**src/rtl/datapath_pkg.sv**
```systemverilog
// rtl/datapath_pkg.sv - shared state, opcode, shift and ALU codes for the operand sequencer
package datapath_pkg;

  typedef enum logic [2:0] {
    ST_IDLE = 3'd0,
    ST_RD_A = 3'd1,
    ST_RD_B = 3'd2,
    ST_EXEC = 3'd3,
    ST_WB   = 3'd4
  } state_t;

  localparam logic [1:0] KIND_ALU  = 2'b00;
  localparam logic [1:0] KIND_CMP  = 2'b01;
  localparam logic [1:0] KIND_MOVI = 2'b10;
  localparam logic [1:0] KIND_RSVD = 2'b11;

  localparam logic [1:0] SH_NONE = 2'b00;
  localparam logic [1:0] SH_LSL1 = 2'b01;
  localparam logic [1:0] SH_LSR1 = 2'b10;
  localparam logic [1:0] SH_ASR1 = 2'b11;

  localparam logic [1:0] ALU_ADD  = 2'b00;
  localparam logic [1:0] ALU_SUB  = 2'b01;
  localparam logic [1:0] ALU_AND  = 2'b10;
  localparam logic [1:0] ALU_NOTB = 2'b11;

endpackage

```
**src/rtl/regfile.sv**
```systemverilog
// rtl/regfile.sv - 8x16 register file, one write port, one sequenced read port, one debug read port
module regfile (
  input  logic        clk,
  input  logic        reset,
  input  logic        we,
  input  logic [2:0]  waddr,
  input  logic [15:0] wdata,
  input  logic [2:0]  raddr,
  output logic [15:0] rdata,
  input  logic [2:0]  dbg_addr,
  output logic [15:0] dbg_data
);

  logic [15:0] mem [0:7];

  always_ff @(posedge clk or posedge reset) begin
    if (reset) begin
      for (int i = 0; i < 8; i++) mem[i] <= '0;
    end else if (we) begin
      mem[waddr] <= wdata;
    end
  end

  // Both reads are combinational, so a write becomes visible only after its edge.
  assign rdata    = mem[raddr];
  assign dbg_data = mem[dbg_addr];

endmodule

```
**src/rtl/operand_sequencer.sv**
```systemverilog
// rtl/operand_sequencer.sv - sequences register reads, external ALU execution and writeback
module operand_sequencer
  import datapath_pkg::*;
(
  input  logic        clk,
  input  logic        reset,
  input  logic        op_valid,
  output logic        op_ready,
  input  logic [1:0]  op_kind,
  input  logic [1:0]  op_alu,
  input  logic [2:0]  op_rn,
  input  logic [2:0]  op_rm,
  input  logic [2:0]  op_rd,
  input  logic [1:0]  op_shift,
  input  logic [7:0]  op_imm8,
  output logic [15:0] alu_ain,
  output logic [15:0] alu_bin,
  output logic [1:0]  alu_op,
  input  logic [15:0] alu_out,
  input  logic [2:0]  alu_status,
  output logic [2:0]  status_q,
  output logic        done,
  input  logic [2:0]  dbg_addr,
  output logic [15:0] dbg_data
);

  state_t      state, state_nx;
  logic [1:0]  kind_q, alu_q, shift_q;
  logic [2:0]  rn_q, rm_q, rd_q;
  logic [7:0]  imm_q;
  logic [15:0] a_q, b_q, c_q;
  logic        accept, load_a, load_b, load_c, load_st, we;
  logic [2:0]  raddr;
  logic [15:0] rdata, shifted, imm_ext, wdata;

  assign op_ready = (state == ST_IDLE) && !reset;
  assign accept   = op_valid && op_ready;

  always_ff @(posedge clk or posedge reset) begin
    if (reset) state <= ST_IDLE;
    else       state <= state_nx;
  end

  always_comb begin
    state_nx = state;
    done     = 1'b0;
    we       = 1'b0;
    load_a   = 1'b0;
    load_b   = 1'b0;
    load_c   = 1'b0;
    load_st  = 1'b0;
    case (state)
      ST_IDLE: begin
        if (accept) begin
          if (op_kind == KIND_MOVI || op_kind == KIND_RSVD) state_nx = ST_WB;
          else                                              state_nx = ST_RD_A;
        end
      end
      ST_RD_A: begin
        load_a   = 1'b1;
        state_nx = ST_RD_B;
      end
      ST_RD_B: begin
        load_b   = 1'b1;
        state_nx = ST_EXEC;
      end
      ST_EXEC: begin
        load_c = 1'b1;
        if (kind_q == KIND_CMP) begin
          load_st  = 1'b1;
          done     = 1'b1;
          state_nx = ST_IDLE;
        end else begin
          state_nx = ST_WB;
        end
      end
      ST_WB: begin
        // Reserved opcodes pass through here only to produce their done pulse.
        we       = (kind_q != KIND_RSVD);
        done     = 1'b1;
        state_nx = ST_IDLE;
      end
      default: state_nx = ST_IDLE;
    endcase
  end

  always_ff @(posedge clk or posedge reset) begin
    if (reset) begin
      kind_q   <= '0;
      alu_q    <= '0;
      shift_q  <= '0;
      rn_q     <= '0;
      rm_q     <= '0;
      rd_q     <= '0;
      imm_q    <= '0;
      a_q      <= '0;
      b_q      <= '0;
      c_q      <= '0;
      status_q <= '0;
    end else begin
      if (accept) begin
        kind_q  <= op_kind;
        alu_q   <= op_alu;
        shift_q <= op_shift;
        rn_q    <= op_rn;
        rm_q    <= op_rm;
        rd_q    <= op_rd;
        imm_q   <= op_imm8;
      end
      if (load_a)  a_q      <= rdata;
      if (load_b)  b_q      <= shifted;
      if (load_c)  c_q      <= alu_out;
      if (load_st) status_q <= alu_status;
    end
  end

  assign raddr = (state == ST_RD_B) ? rm_q : rn_q;

  always_comb begin
    shifted = rdata;
    case (shift_q)
      SH_LSL1: shifted = {rdata[14:0], 1'b0};
      SH_LSR1: shifted = {1'b0, rdata[15:1]};
      SH_ASR1: shifted = {rdata[15], rdata[15:1]};
      default: shifted = rdata;
    endcase
  end

  assign imm_ext = {{8{imm_q[7]}}, imm_q};
  assign wdata   = (kind_q == KIND_MOVI) ? imm_ext : c_q;

  assign alu_ain = a_q;
  assign alu_bin = b_q;
  assign alu_op  = alu_q;

  regfile u_regfile (
    .clk      (clk),
    .reset    (reset),
    .we       (we),
    .waddr    (rd_q),
    .wdata    (wdata),
    .raddr    (raddr),
    .rdata    (rdata),
    .dbg_addr (dbg_addr),
    .dbg_data (dbg_data)
  );

endmodule
```
**config.mk**
```make
export PLATFORM = sky130hd
export DESIGN_NAME = operand_sequencer
export DESIGN_NICKNAME = d
export VERILOG_FILES = /design/src/rtl/datapath_pkg.sv /design/src/rtl/regfile.sv /design/src/rtl/operand_sequencer.sv
export SDC_FILE = /design/constraint.sdc
export NUM_CORES = 1
export LEC_CHECK = 0
export ABC_AREA = 1
export BUFFER_PORTS_ARGS = -buffer_cell sky130_fd_sc_hd__buf_2
export CAP_MARGIN = 25
export CORE_ASPECT_RATIO = 0.5
export CORE_MARGIN = 8
export CORE_UTILIZATION = 45
export CTS_CLUSTER_DIAMETER = 30
export DETAILED_ROUTE_END_ITERATION = 16
export GPL_ROUTABILITY_DRIVEN = 0
export PLACE_DENSITY_LB_ADDON = 0.12
export SLEW_MARGIN = 20
export SYNTH_ARGS = -nofsm -noshare
export SYNTH_HDL_FRONTEND = slang
export SYNTH_SLANG_ARGS = --single-unit
```
**constraint.sdc**
```tcl
create_clock -name clk -period 8.3 [get_ports clk]
set_input_delay 1.66 -clock clk [delete_from_list [all_inputs] [get_ports clk]]
set_output_delay 1.66 -clock clk [all_outputs]
set_load 0.02 [all_outputs]
```
* Yosys cells after proc, flatten, opt, wreduce, memory -nomap -nowiden *
Index checks and enable logic that the tools add are counted.

word-level totals
  register bits = 205
  output and inout bits = 55
  logic and storage cells = 69

cells by class
  eq/ne operators = 13
  $lt $le $gt $ge = 4
  multiplexer cells = 23
  reductions and logical operators = 6
  bitwise gates (word level) = 3

operators with widths
  cell                count
  $bwmux 128          1
  $bmux 16 s3         2
  $mux 16             6
  $demux 16 s3        1
  $pmux 16 s3         1
  $ge 4x4->1 const B  3
  $mux 3              4
  $not 3->4           3
  $pmux 3 s4          1
  $eq 2x2->1 const B  5
  $eq 3x2->1 const B  2
  $mux 1              6
  $eq 2x1->1 const B  2
  $lt 4x1->1 const B  1
  $ne 2x2->1 const B  2
  $eq 3x1->1 const B  1
  $eq 3x3->1 const B  1
  $logic_and 1x1->1   3
  $logic_not 3->1     1
  $pmux 1 s2          1
  $logic_not 1->1     1
  $logic_or 1x1->1    1

* Logic depth before layout (Yosys ltp) *
Gate-level depths: netlist of the first run.

  depth after elaboration = 7
  gate-level depth with buffers = 14
  depth with buffers taken out = 12

* Modules after synthesis *
Synthesis of the first run repeated with hierarchy kept, for this count alone.

unflattened totals
  cell total of the unflattened synthesis = 1623
  area, all modules = 11024.3 sq um

modules (own cells, without submodules)
  module             instances  cells each  area each (sq um)  seq. area each (sq um)
  regfile            1          1166        7494.7             3203.1
  operand_sequencer  1          457         3529.6             1926.8

* Worst setup path before layout of the first run *
No wires, ideal clock.

  path kind = input -> output
  start point = input port dbg_addr[0]
  end point = output port dbg_data[0]
  data arrival time = 2.890 ns
  required time = 6.640 ns
  slack = 3.750 ns
  cell stages on the path = 5
  cell sequence = clkbuf_1 -> clkbuf_1 -> clkbuf_1 -> o21ai_0 -> a31oi_1

on the way
  longest elaborated chain between the ends = 4

RTL lines
  item                                         line                     source
  start: declaration                           operand_sequencer.sv:23  input logic [2:0] dbg_addr,
  $not 3->4 (implied by the code)              regfile.sv:26            assign dbg_data = mem[dbg_addr];
  $bmux 16 s3                                  regfile.sv:26
  $mux 16 (implied by the code) (2 in series)  regfile.sv:26
  end: declaration                             operand_sequencer.sv:24  output logic [15:0] dbg_data

Every way passes these cells. The select of a mux whose other input is x is not followed.

* Final worst setup path of the first run *
  start point = input port dbg_addr[0]
  end point = output port dbg_data[10]

The elaborated chain is that of the path after synthesis.

==> results.md, run 1 <==
- Traced cell by cell, the critical path runs through buf_2, buf_4, o21ai_0, a221oi_1, a31oi_1, buf_2.
- The flow ran to the end, and the final reports show no timing, DRC or antenna violations.
- Across all layers, the routed design uses 9975 vias.
- The biggest area contributor in the post-synthesis netlist is sky130_fd_sc_hd__dfrtp_1.
- The clock latency reported for the late side of the worst-skew pair is 0.51 ns.
- The worst setup path is captured at a primary output.
- The average cell area after synthesis is 7.44 µm².
- The clock-pin slew reported for the worst setup and hold paths after clock tree synthesis is 0.05 ns.
- The slowest cell on the critical path is sky130_fd_sc_hd__buf_4.
- The H-tree level count is 2.
- The net switching power is 2.69 mW.
- The power share of the combinational group is 47.2%.
- For this run, the total global-route usage over all layers was measured as a little under a quarter.
- The area inside the core boundary is 23000 µm².
- In this run the vertical extent of the chip is 125 µm.
- The worst slew slack as a fraction of its limit is 28.7%.
- For hold timing, the worst endpoint is c_q[3].
- In the routed design, unresolved DRC markers number 0.
- Before antenna repair, the detailed router went through 6 iterations.
- The switching share of power is 45.8%.
- The floorplan step set the die width to 234 µm.
- The number of fill cells in the layout is ~2200.
- Subtracting the final worst setup slack from the clock period gives 5.12 ns.
- Setup repair after global routing left no endpoint under its margin.
- The data arrival time of the critical path is 3.46 ns.
- In this run the worst path has a maximum fanout of 51.
- Data on the critical path is required at its endpoint by 6.64 ns.
- The overall routed net length is between 30000 and 40000 µm.
- The share of total power dissipated in sequential elements is 28.4%.
- The hold path startpoint is c_q[3].
- Buffers added to address setup during post-CTS repair amount to 0.
- After detailed placement, the total cell area comes to 11400 µm².
- The critical path startpoint category is an input pin.
- The area of the mapped netlist is roughly 11000 µm².
- The worst setup skew after layout is roughly 0.017 ns.
- Summed over all cells, the static leakage comes to 6.16 nW.
- After layout, the worst path uses 61.7% of the clock period.
- The most used flip-flop cell after synthesis is sky130_fd_sc_hd__dfrtp_1.
- After technology mapping, the gate count stands at 1433.
- Across the run, the number of max-cap violations was 0.
- The portion of the post-synthesis area used by sequential elements is 48.1%.
- Clock tree synthesis selected as its root buffer the cell sky130_fd_sc_hd__clkbuf_16.
- The net count of the finished layout is 1555.
- The global-route congestion overflow total is 0.
- When the netlist entered floorplanning its net count stood at between 1000 and 1500.
- For this design the ratio of total power to cell area is between 400 and 500 nW/µm².
- The internal reg-to-reg setup slack is 4.78 ns.
- Timing analysis after detailed placement gives a worst setup slack of 3.22 ns.
- The number of placement rows is 39.
- The total power draw is just under 6 mW.
- After routing the design area is 12700 µm².
- By area the synthesized netlist is led by sky130_fd_sc_hd__dfrtp_1, sky130_fd_sc_hd__nand2_1, sky130_fd_sc_hd__o21ai_0.
- The number of antenna violations at the first check in global routing came to 0.
- The setup-violating endpoint count in the final report is 0.
- Counting stages on the worst path, the most repeated cell is sky130_fd_sc_hd__buf_2.
- After routing, the total negative slack on setup checks comes to 0 ns.
- The share of post-route cells with drive strength above 1 is 14.9%.
- The endpoint of the lowest-slack register-to-register path is alu_bin[3].
- The final hold violation count is 0.
- The clock network accounts for about a quarter of the total power.
- Setup slack closes at roughly 3.2 ns.
- Compared with the post-synthesis result, the final layout area differs by 18.9%.
- After synthesis, the largest area contributor takes up between 40% and 50% of total cell area.
- The busiest layer in global routing is met1.
- The total count of max-transition violations in the final report is 0.
- The maximum number of pins on one net before global-route repair is roughly 130.
- At the pin with the least slew margin, the transition time is ~1.1 ns.
- The clock net in this run drives a total of 205 sinks.
- Counting instances, the worst hold path has a depth of 2.
- The die footprint is 29200 µm².
- In this run, distinct cell masters in the synthesized netlist total 30.
- The post-synthesis async set-or-reset flop share is 100%.
- For met1 alone, demand over resource in global routing was 32.4%.
- The number of warnings reported in the yosys synthesis log is 0.
- The via count of the first global-routing pass is 9571.
- The number of DRC markers in iteration 0 is about 1000.
- The launching point of the worst reg2reg path is state[2].
- The remaining antenna violation count is 0.
- The wire length per cell is 18.3 µm.
- The hold buffer count at cts is 0.
- The synthesized design contains 0 enable-type register cells.
- Global routing used 32.3% of the available met2 tracks.
- The count of cells along the worst register-to-register path is 11.
- The estimated wirelength of the detail-placed design is 21900 µm.
- The kind of critical path is input pin to primary output.
- The number of storage elements in the synthesis netlist is 205.
- The longest clock path from root to sink contains 3 buffers.
- The worst supply voltage drop on vdd is 247 µV.
- The initial utilization of the core area, before any placement, comes to around 46%.
- TritonCTS built the clock tree.
- The number of antenna diodes in the final layout is 0.
- The worst hold path belongs to the class flop to flop.
- The first global-routing pass estimated around 53000 µm of wire.
- Based on the critical path, the design can be clocked at up to ~200 MHz.
- The detailed-route vias per instance is 5.42.
- Global routing consumed, on the met3 layer, around 8.5% of the routing resources.
- The number of buffer cells added on primary ports is 102.
- On the worst path, the slowest cell contributes a delay of 0.51 ns.
- The count of cells resized by post-cts repair is 0.
- Pin placement for this block handled 103 I/O pins.
- Counting the buffers created by CTS gives 35.
- Internal power comes to around 3.2 mW.
-- stage by stage --
step / instances / util (%) / hold WS, ns
final: 1839 / 55.1 / 0.467
after CTS: 1835 / 54.7 / 0.471
after global placement: 1772 / 49.5 / 0.454
after global routing: 1839 / 55.1 / 0.489
after floorplan: 1433 / - / 0.442
after detailed placement: 1773 / 49.6 / 0.460
-- cells by family after synthesis --
kind of cell	share of synthesized area, %
compound gates	15.2
mux	1.37
simple gates	26.0
flops	48.1
buf+inv	9.34
-- power by group through the flow --
stage / registers (mW) / clock network (mW) / logic [mW]
detailed placement: 1.68 / 0 / 2.69
global placement: 1.67 / 0 / 2.63
finish: 1.67 / 1.43 / 2.77
CTS: 1.67 / 1.45 / 2.71
global route: 1.72 / 1.50 / 3.10
floorplan: 1.72 / 0 / 1.77
-- sequential cells by signal, indices dropped and copies added (netlist names), 8 cells and up --
| name | count |
|---|---|
| alu_bin | 16 |
| imm_q | 8 |
| u_regfile.mem | 128 |
| c_q | 16 |
| alu_ain | 16 |
-- worst max-delay path by stage --
| stage | start | end | slack (ns) | cells past startpoint |
|---|---|---|---|---|
| after floorplan | reset | alu_ain[0] | 1.04 | 1 |
| after global placement | dbg_addr[0] | dbg_data[10] | 3.23 | 7 |
| after detailed placement | dbg_addr[0] | dbg_data[11] | 3.22 | 7 |
| after CTS | dbg_addr[0] | dbg_data[10] | 3.21 | 6 |
| after global routing | dbg_addr[0] | dbg_data[11] | 3.05 | 7 |
| final | dbg_addr[0] | dbg_data[10] | 3.18 | 6 |
-- synthesized netlist by cell type (4+ instances only) --
library cell / count
sky130_fd_sc_hd__nand2_1: 441
sky130_fd_sc_hd__dfrtp_1: 205
sky130_fd_sc_hd__o21ai_0: 194
sky130_fd_sc_hd__inv_1: 159
sky130_fd_sc_hd__nand3_1: 148
sky130_fd_sc_hd__clkbuf_1: 54
sky130_fd_sc_hd__a21oi_1: 51
sky130_fd_sc_hd__nor2_1: 46
sky130_fd_sc_hd__a31oi_1: 25
sky130_fd_sc_hd__buf_2: 25
sky130_fd_sc_hd__a221oi_1: 14
sky130_fd_sc_hd__or2_2: 14
sky130_fd_sc_hd__mux2_2: 13
sky130_fd_sc_hd__o21ai_1: 12
sky130_fd_sc_hd__nor4_1: 5
sky130_fd_sc_hd__buf_1: 4
sky130_fd_sc_hd__buf_4: 4
-- worst max-delay path: cells and delay by family --
family,cells,cell delay (ns)
buf+inv,3,1.14
compound gates,3,0.63
-- layer usage --
metal  wire, µm  part of all wire [%]  vias up
met1      15400                    46     4732
li1           -                     -     4795
met4        503                   1.5        0
met2      13900                    41      403
met3       3760                    11       45
met5          0                     0        -
-- cells in the final DEF (no fill, tap or decap), drive strengths merged, types with 8 or more instances in the layout --
master,Yosys,final
a21oi,51,51
a221oi,14,14
a31oi,25,25
buf,34,125
clkbuf,54,51
dfrtp,205,205
inv,162,162
mux2,13,13
nand2,443,443
nand3,149,149
nor2,46,46
nor4,8,8
o21ai,209,209
or2,14,14
-- layout make-up --
cell class              count  area, µm²  share of cell area (%)
inverters                 163        619                    4.88
clock inverters            11        113                   0.888
multi-input cells         977       4610                    36.4
well taps                 307        384                    3.03
clock buffers              51       1060                    8.35
repair buffers            125        763                    6.02
flip-flops and latches    205       5130                    40.5
No activity file was read; power rests on OpenSTA's default activity.
==> inputs of run 2 (changes only) <==
==> constraint.sdc (replaced) <==
create_clock -name clk -period 5.3 [get_ports clk]
set_input_delay 1.06 -clock clk [delete_from_list [all_inputs] [get_ports clk]]
set_output_delay 1.06 -clock clk [all_outputs]
set_load 0.02 [all_outputs]
==> run 2 against run 1 <==
Net effect: sequential share of layout area is 0.65 points higher; core utilization is 0.87 points lower; combinational power is 57% higher; setup slack worse by 1.8 ns; register-to-register slack worse by 3.0 ns; clock skew is 0.0023 ns lower; global-route usage is 0.12 points lower; die area stayed put; count of clock-buffer cells in the layout is 12 lower; first-iteration DRC count is 22% higher; design area is 1.6% lower; largest power group unchanged.
==> results.md, run 2 (synthesis results as in run 1) <==
- The number of DRC markers in iteration 0 is 1238 (+22%).
- Setup repair after global routing left no endpoint under its margin.
- The number of antenna violations at the first check in global routing was 0 (unchanged).
- The endpoint of the lowest-slack register-to-register path is alu_bin[3].
- The critical path capture point type is a primary output.
- The final period utilization is 74.3%.
- The critical path required time was 4.24 ns (-2.40 ns).
- The final standard cell count with taps included and fillers excluded came to 1831 (-0.44%).
- The number of placement rows is 39 (unchanged).
- Counting I/O delays and the setup requirement, the final critical path takes slightly below 4 ns.
- The worst slew slack as a fraction of its limit came to 27.2% (-1.5 points).
- The path class of the lowest-slack min-delay path is flop to flop.
- The setup-violating endpoint count in the final report was 0 (unchanged).
- The root buffer cell is sky130_fd_sc_hd__clkbuf_16.
- The first-pass GRT wire length is 52900 µm (-0.12%).
- The wire length per cell is 18.2 µm (-0.31%).
- The data arrival time of the critical path was 2.88 ns (-0.58 ns).
- The area added between synthesis and finish is 17.0%.
- The area inside the core boundary is 23000 µm² (unchanged).
- The overall routed net length is 33300 µm (-0.74%).
- The worst supply voltage drop on vdd is 431 µV (+74%).
- The number of maximum-capacitance violations is 0 (unchanged).
- The area occupied by multi-input gates is 4620 µm² (about the same).
- The largest fanout on the critical path is 46 (-9.8%).
- In the layout the commonest cells are sky130_fd_sc_hd__nand2_1, sky130_fd_sc_hd__dfrtp_1, sky130_fd_sc_hd__o21ai_0.
- The kind of critical path is input pin to primary output.
- The hold buffer count at cts is 0 (unchanged).
- The vias after detailed routing is 10000 (+0.72%).
- The detailed-route vias per instance is 5.49 (+1.2%).
- The flip-flop count of the largest register, all copies and words added is 128 (unchanged).
- The clock latency reported for the late side of the worst-skew pair came to 0.56 ns (+0.05 ns).
- The leakage power figure is 6.04 nW (-1.9%).
- The number of buffers created by CTS is 31 (-11%).
- The via count of the first global-routing pass came to 9583 (+0.13%).
- The residual DRC count is 0 (unchanged).
- The die boundary height is 125 µm (unchanged).
- The clock-pin slew reported for the worst setup and hold paths after clock tree synthesis was 0.05 ns (about the same).
- The die footprint is 29200 µm² (unchanged).
- The number of antenna cells inserted came to 0 (unchanged).
- The number of fill cells in the layout was 2187 (-1.8%).
- The highest clock rate is 254 MHz.
- The count of cells along the worst register-to-register path is 11 (unchanged).
- The library cell used most frequently in the layout, excluding fill and tap cells, is sky130_fd_sc_hd__nand2_1.
- The number of optimization iterations in the first detailed-route pass is 5 (-1).
- The storage element area was 5130 µm² (unchanged).
- The worst hold path begins at c_q[0].
- The H-tree level count is 1 (-1).
- The clock sink count is 205 (unchanged).
- The met3 layer wire length in the routed design is 3570 µm (-5.1%).
- The final hold violation count is 0 (unchanged).
- The global-route congestion overflow total is 0 (unchanged).
- The worst-case hold path end point is c_q[0].
- The worst setup skew after layout is 0.0150 ns (-0.00232 ns).
- The actual slew at the worst max-slew pin came to 1.09 ns (+0.0224 ns).
- The buffers inserted during post-CTS setup optimization came to 0 (unchanged).
- The estimated wirelength of the detail-placed design was 21700 µm (-0.91%).
- The total count of max-transition violations in the final report is 0 (unchanged).
- The top register by number of flip-flops is u_regfile.mem.
- The wire length on met2 is 13600 µm (-2.2%).
- The clock tree from TritonCTS is done.
- The topmost layer with routed signal wires is met4.
- The net count of the finished layout is 1549 (-0.39%).
- The share of post-route cells with drive strength above 1 is 14.8% (-0.18 points).
- The horizontal die dimension is 234 µm (unchanged).
- The cell count after placement is 1773 (unchanged).
- The internal reg-to-reg setup slack is 1.75 ns (-3.03 ns).
- The maximum number of pins on one net before global-route repair is 118 (-9.9%).
- The starting utilization of the core area is 46.3% (unchanged).
- The number of top-level pins is 103 (unchanged).
- In this run the critical register-to-register path is launched from state[2].
- The number of buffer cells added on primary ports is 102 (unchanged).
- The worst hold path depth came to 2 (unchanged).
- The maximum clock path buffer count is 3 (unchanged).
- The count of cells resized by post-cts repair is 0 (unchanged).
- The flow ran to the end, and the final reports show no timing, DRC or antenna violations.
- STA classifies the critical path startpoint as an input pin.
- The total power per unit cell area is 713 nW/µm² (+54%).
- The aggregate negative setup slack is 0 ns (unchanged).
- The total routing usage reported by global routing is 22.7% (-0.12 points).
- The met1 wire length is 15600 µm (+0.91%).
- The remaining antenna violation count is 0 (unchanged).
## run 2: power by group
| group | leakage (nW) | internal (mW) | switching [mW] |
|---|---|---|---|
| clock | 0.473 | 1.19 | 0.765 |
| combinational | 2.94 | 1.25 | 3.09 |
| sequential | 2.63 | 2.25 | 0.359 |
| total | 6.04 | 4.69 | 4.21 |
## run 2: how the worst max path moves through the flow
stage                    to  cells past startpoint   startpoint
2_1_floorplan    alu_ain[0]                      1        reset
3_3_place_gp   dbg_data[10]                      6  dbg_addr[1]
3_5_place_dp   dbg_data[10]                      6  dbg_addr[1]
4_1_cts        dbg_data[10]                      6  dbg_addr[1]
5_1_grt        dbg_data[10]                      6  dbg_addr[1]
6_report       dbg_data[10]                      6  dbg_addr[1]
## run 2: final cells by class
cell class              count  area share (%)
inverters                 163            4.93
clock inverters            17            1.11
multi-input cells         977            37.0
well taps                 307            3.08
repair buffers            123            5.93
clock buffers              39            6.86
flip-flops and latches    205            41.1
## run 2: metrics by stage
step	utilization, %	hold slack [ns]	cell area, µm²	power (mW)	setup slack, ns
2_1_floorplan	-	0.442	10700	5.46	1.58
3_3_place_gp	49.5	0.455	11400	6.72	1.50
3_5_place_dp	49.6	0.459	11400	6.83	1.42
4_1_cts	53.9	0.474	12400	8.80	1.41
5_1_grt	54.2	0.496	12500	9.57	1.27
6_report	54.2	0.470	12500	8.90	1.36
## run 2: critical path, cell delays in order
cell,delay [ns]
sky130_fd_sc_hd__buf_2,0.39
sky130_fd_sc_hd__inv_2,0.48
sky130_fd_sc_hd__a21oi_1,0.24
sky130_fd_sc_hd__o21ai_0,0.11
sky130_fd_sc_hd__a31oi_1,0.33
sky130_fd_sc_hd__buf_2,0.24
## run 2: routing by layer
layer / track usage, % / vias to the layer above
met4: 5.05 / 0
met2: 32.7 / 485
met3: 4.84 / 59
li1: - / 4782
met5: 0 / -
met1: 34.2 / 4721
==> inputs of run 3 (changes only) <==
--- a/config.mk
+++ b/config.mk
@@ -5,7 +5,7 @@
 export SDC_FILE = /design/constraint.sdc
 export NUM_CORES = 1
 export LEC_CHECK = 0
-export ABC_AREA = 1
+export ABC_AREA = 0
 export BUFFER_PORTS_ARGS = -buffer_cell sky130_fd_sc_hd__buf_2
 export CAP_MARGIN = 25
 export CORE_ASPECT_RATIO = 0.5
==> constraint.sdc (replaced) <==
create_clock -name clk -period 4 [get_ports clk]
set_input_delay 0.8 -clock clk [delete_from_list [all_inputs] [get_ports clk]]
set_output_delay 0.8 -clock clk [all_outputs]
set_load 0.02 [all_outputs]
==> run 3 against run 2 <==
Net effect: sequential cell count stayed put; setup slack got worse by 0.41 ns; core utilization up 0.56 points; clock power up 58%; largest cell class is now multi-input gates; via count decreased by 13%; worst hold slack worse by 0.21 ns; wire length down 1.0%.
==> results.md, run 3 <==
- The clock latency reported for the late side of the worst-skew pair is 0.50 ns (-0.06 ns).
- The maximum number of pins on one net before global-route repair is 79 (-33%).
- By area the synthesized netlist is led by sky130_fd_sc_hd__dfrtp_1, sky130_fd_sc_hd__mux2_2, sky130_fd_sc_hd__mux4_2.
- The share of post-route cells with drive strength above 1 was 33.0% (+18 points).
- The actual slew at the worst max-slew pin is 1.05 ns (-0.0364 ns).
- The clock sink count is 205 (unchanged).
- The largest fanout on the critical path is 43 (-6.5%).
- The most common cell in the synthesized netlist is sky130_fd_sc_hd__dfrtp_1.
- The final hold violation count is 0 (unchanged).
- The area share of the largest cell type after synthesis came to 46.6% (-1.5 points).
- The path class of the lowest-slack min-delay path is input pin to async pin.
- The data arrival time of the critical path is 3.43 ns (+0.55 ns).
- The wire length on met2 is 14500 µm (+6.4%).
- The worst path buffer plus inverter count was 0 (-3).
- The die boundary height was 127 µm (+1.4%).
- The portion of the post-synthesis area used by sequential elements is 46.6% (-1.5 points).
- The number of storage elements in the synthesis netlist was 205 (unchanged).
- The final critical path time including I/O delays and setup is 3.04 ns.
- The number of antenna cells inserted is 0 (unchanged).
- The number of warnings reported in the yosys synthesis log is 0 (unchanged).
- The met1 wire length is 15300 µm (-1.9%).
- The topmost layer with routed signal wires is met4.
- The estimated wirelength of the detail-placed design was 21800 µm (+0.55%).
- The number of DRC markers in iteration 0 is 800 (-35%).
- The total routing usage reported by global routing is 21.8% (-0.95 points).
- The worst hold slack is 0.265 ns (-0.206 ns).
- The total power per unit cell area came to 949 nW/µm² (+33%).
- The count of cells resized by post-cts repair was 0 (unchanged).
- The number of antenna violations at the first check in global routing is 0 (unchanged).
- The number of buffer cells added on primary ports came to 102 (unchanged).
- The cell taking the most area after synthesis is sky130_fd_sc_hd__dfrtp_1.
- The H-tree level count is 2 (+1).
- The starting utilization of the core area is 45.9% (-0.45 points).
- The maximum clock path buffer count is 3 (unchanged).
- The overall routed net length is 33000 µm (-1.0%).
- The number of synthesized flops with an enable pin is 0 (unchanged).
- The signal on the critical path passes through or3b_1, mux2_4, a31o_2, nor4_2, a21oi_1, a22o_1.
- The area of the mapped netlist came to 11000 µm² (+3.3%).
- The vias after detailed routing is 8723 (-13%).
- The number of placement rows was 40 (+2.6%).
- The aggregate negative setup slack is 0 ns (unchanged).
- The critical path is of the flop to flop type.
- The setup-violating endpoint count in the final report is 0 (unchanged).
- The total power draw is 12.5 mW (+40%).
- The detailed-route vias per instance was 6.05 (+10%).
- CTS placed an instance of sky130_fd_sc_hd__clkbuf_16 at the clock tree root.
- Among all stages on the critical path, the largest delay is contributed by sky130_fd_sc_hd__or3b_1.
- The flow ran to the end, and the final reports show no timing, DRC or antenna violations.
- The cell count after placement came to 1377 (-22%).
- The flip-flop count of the largest register, all copies and words added is 128 (unchanged).
- The buffers inserted during post-CTS setup optimization is 0 (unchanged).
- The net count of the finished layout is 1149 (-26%).
- The die footprint is 30100 µm² (+3.0%).
- The global-route congestion overflow total is 0 (unchanged).
- The post-route core utilization is 54.8% (+0.56 points).
- The number of buffers created by CTS came to 35 (+13%).
- The area inside the core boundary came to 24000 µm² (+4.3%).
- The worst slew slack as a fraction of its limit is 29.9% (+2.7 points).
- Setup repair after global routing left no endpoint under its margin.
- The top register by number of flip-flops is u_regfile.mem.
- The number of optimization iterations in the first detailed-route pass is 6 (+1).
- The wire length per cell is 22.9 µm (+26%).
- The final period utilization is 76.0%.
- The worst setup path is launched from a flop.
- The horizontal die dimension is 237 µm (+1.5%).
- The met3 layer wire length in the routed design came to 2820 µm (-21%).
- The worst supply voltage drop on vdd came to 380 µV (-12%).
- The number of distinct library cells after synthesis is 45 (+50%).
- The final standard cell count with taps included and fillers excluded is 1443 (-21%).
- TritonCTS built the clock tree.
- The clock-pin slew reported for the worst setup and hold paths after clock tree synthesis is 0.05 ns (about the same).
- The via count of the first global-routing pass was 8596 (-10%).
- The remaining antenna violation count is 0 (unchanged).
- The worst setup skew after layout is 0.0103 ns (-0.00473 ns).
- After synthesis, the most frequently instantiated cells are sky130_fd_sc_hd__dfrtp_1, sky130_fd_sc_hd__mux2_2, sky130_fd_sc_hd__nand2_1.
- The most used flip-flop cell after synthesis is sky130_fd_sc_hd__dfrtp_1.
- The critical path capture point type is a flop.
- The number of top-level pins was 103 (unchanged).
- The cell family contributing the most delay on the critical path is simple AND/OR/NAND/NOR gates.
- Leaving out fill and tap cells, the most frequent cells in the layout are sky130_fd_sc_hd__dfrtp_1, sky130_fd_sc_hd__mux2_2, sky130_fd_sc_hd__buf_2.
- The critical path required time is 4.39 ns (+0.15 ns).
- The leading cell type in the layout, fill and taps excluded is sky130_fd_sc_hd__dfrtp_1.
- The post-synth net total was 1063 (-28%).
- The average cell area after synthesis is 10.9 µm² (+46%).
- The highest cell delay on the worst timing path is 0.66 ns (+0.18 ns).
- The hold buffer count at cts is 0 (unchanged).
- For this run, the top clock speed supported by timing is 329 MHz.
- The residual DRC count came to 0 (unchanged).
- The first-pass GRT wire length is 51500 µm (-2.7%).
- The internal reg-to-reg setup slack is 0.96 ns (-0.79 ns).
- Relative to the synthesized area, the layout overhead comes to 19.4%.
- The total count of max-transition violations in the final report is 0 (unchanged).
- The post-synthesis async set-or-reset flop share is 100% (unchanged).
- The leakage power figure was 5.86 nW (-2.9%).
- The count of mapped cells out of synthesis was 1015 (-29%).
- The number of maximum-capacitance violations came to 0 (unchanged).
==> run 3: metrics by stage <==
step,setup slack [ns],area [µm²]
floorplan,0.542,11000
global placement,0.950,11900
detailed placement,0.962,11900
CTS,0.958,13100
global route,0.825,13200
finish,0.958,13200
==> run 3: path summary, 6_finish.rpt <==
kind | start | depth (start not counted) | end
worst max-delay path | state[0] | 6 | alu_bin[1]
worst min-delay path | reset | 2 | rd_q[0]
worst max register to register | state[0] | 6 | alu_bin[1]
worst min register to register | u_regfile.mem[14] | 2 | u_regfile.mem[14]
max in group asynchronous | reset | 4 | alu_ain[0]
min in group clk | u_regfile.mem[14] | 2 | u_regfile.mem[14]
==> run 3: cell type report <==
type / instances / area (µm²)
Fill cell: 2113 / 10900
Multi-Input combinational cell: 719 / 5540
Sequential cell: 205 / 5130
Clock buffer: 39 / 911
Timing Repair Buffer: 136 / 848
Tap cell: 315 / 394
Clock inverter: 25 / 304
Inverter: 4 / 18.8
==> run 3: report_power, final <==
part	switching (mW)	leakage [nW]	internal [mW]
combinational	3.13	2.66	2.29
sequential	0.977	2.62	3.01
clock	1.09	0.583	1.99
==> run 3: routing by layer <==
| metal | up-vias | GRT usage, % |
|---|---|---|
| li1 | 3953 | - |
| met1 | 4394 | 31.8 |
| met2 | 332 | 32.4 |
| met3 | 44 | 5.58 |
| met4 | 0 | 4.34 |
| met5 | - | 0 |
==> run 3: cell families (layout without fill, tap and decap cells) <==
group,after synthesis,in the layout,share of synthesized area [%]
mux,223,223,27.1
compound gates,229,229,11.7
simple gates,267,267,11.3
flops,205,205,46.6
buf+inv,91,204,3.41
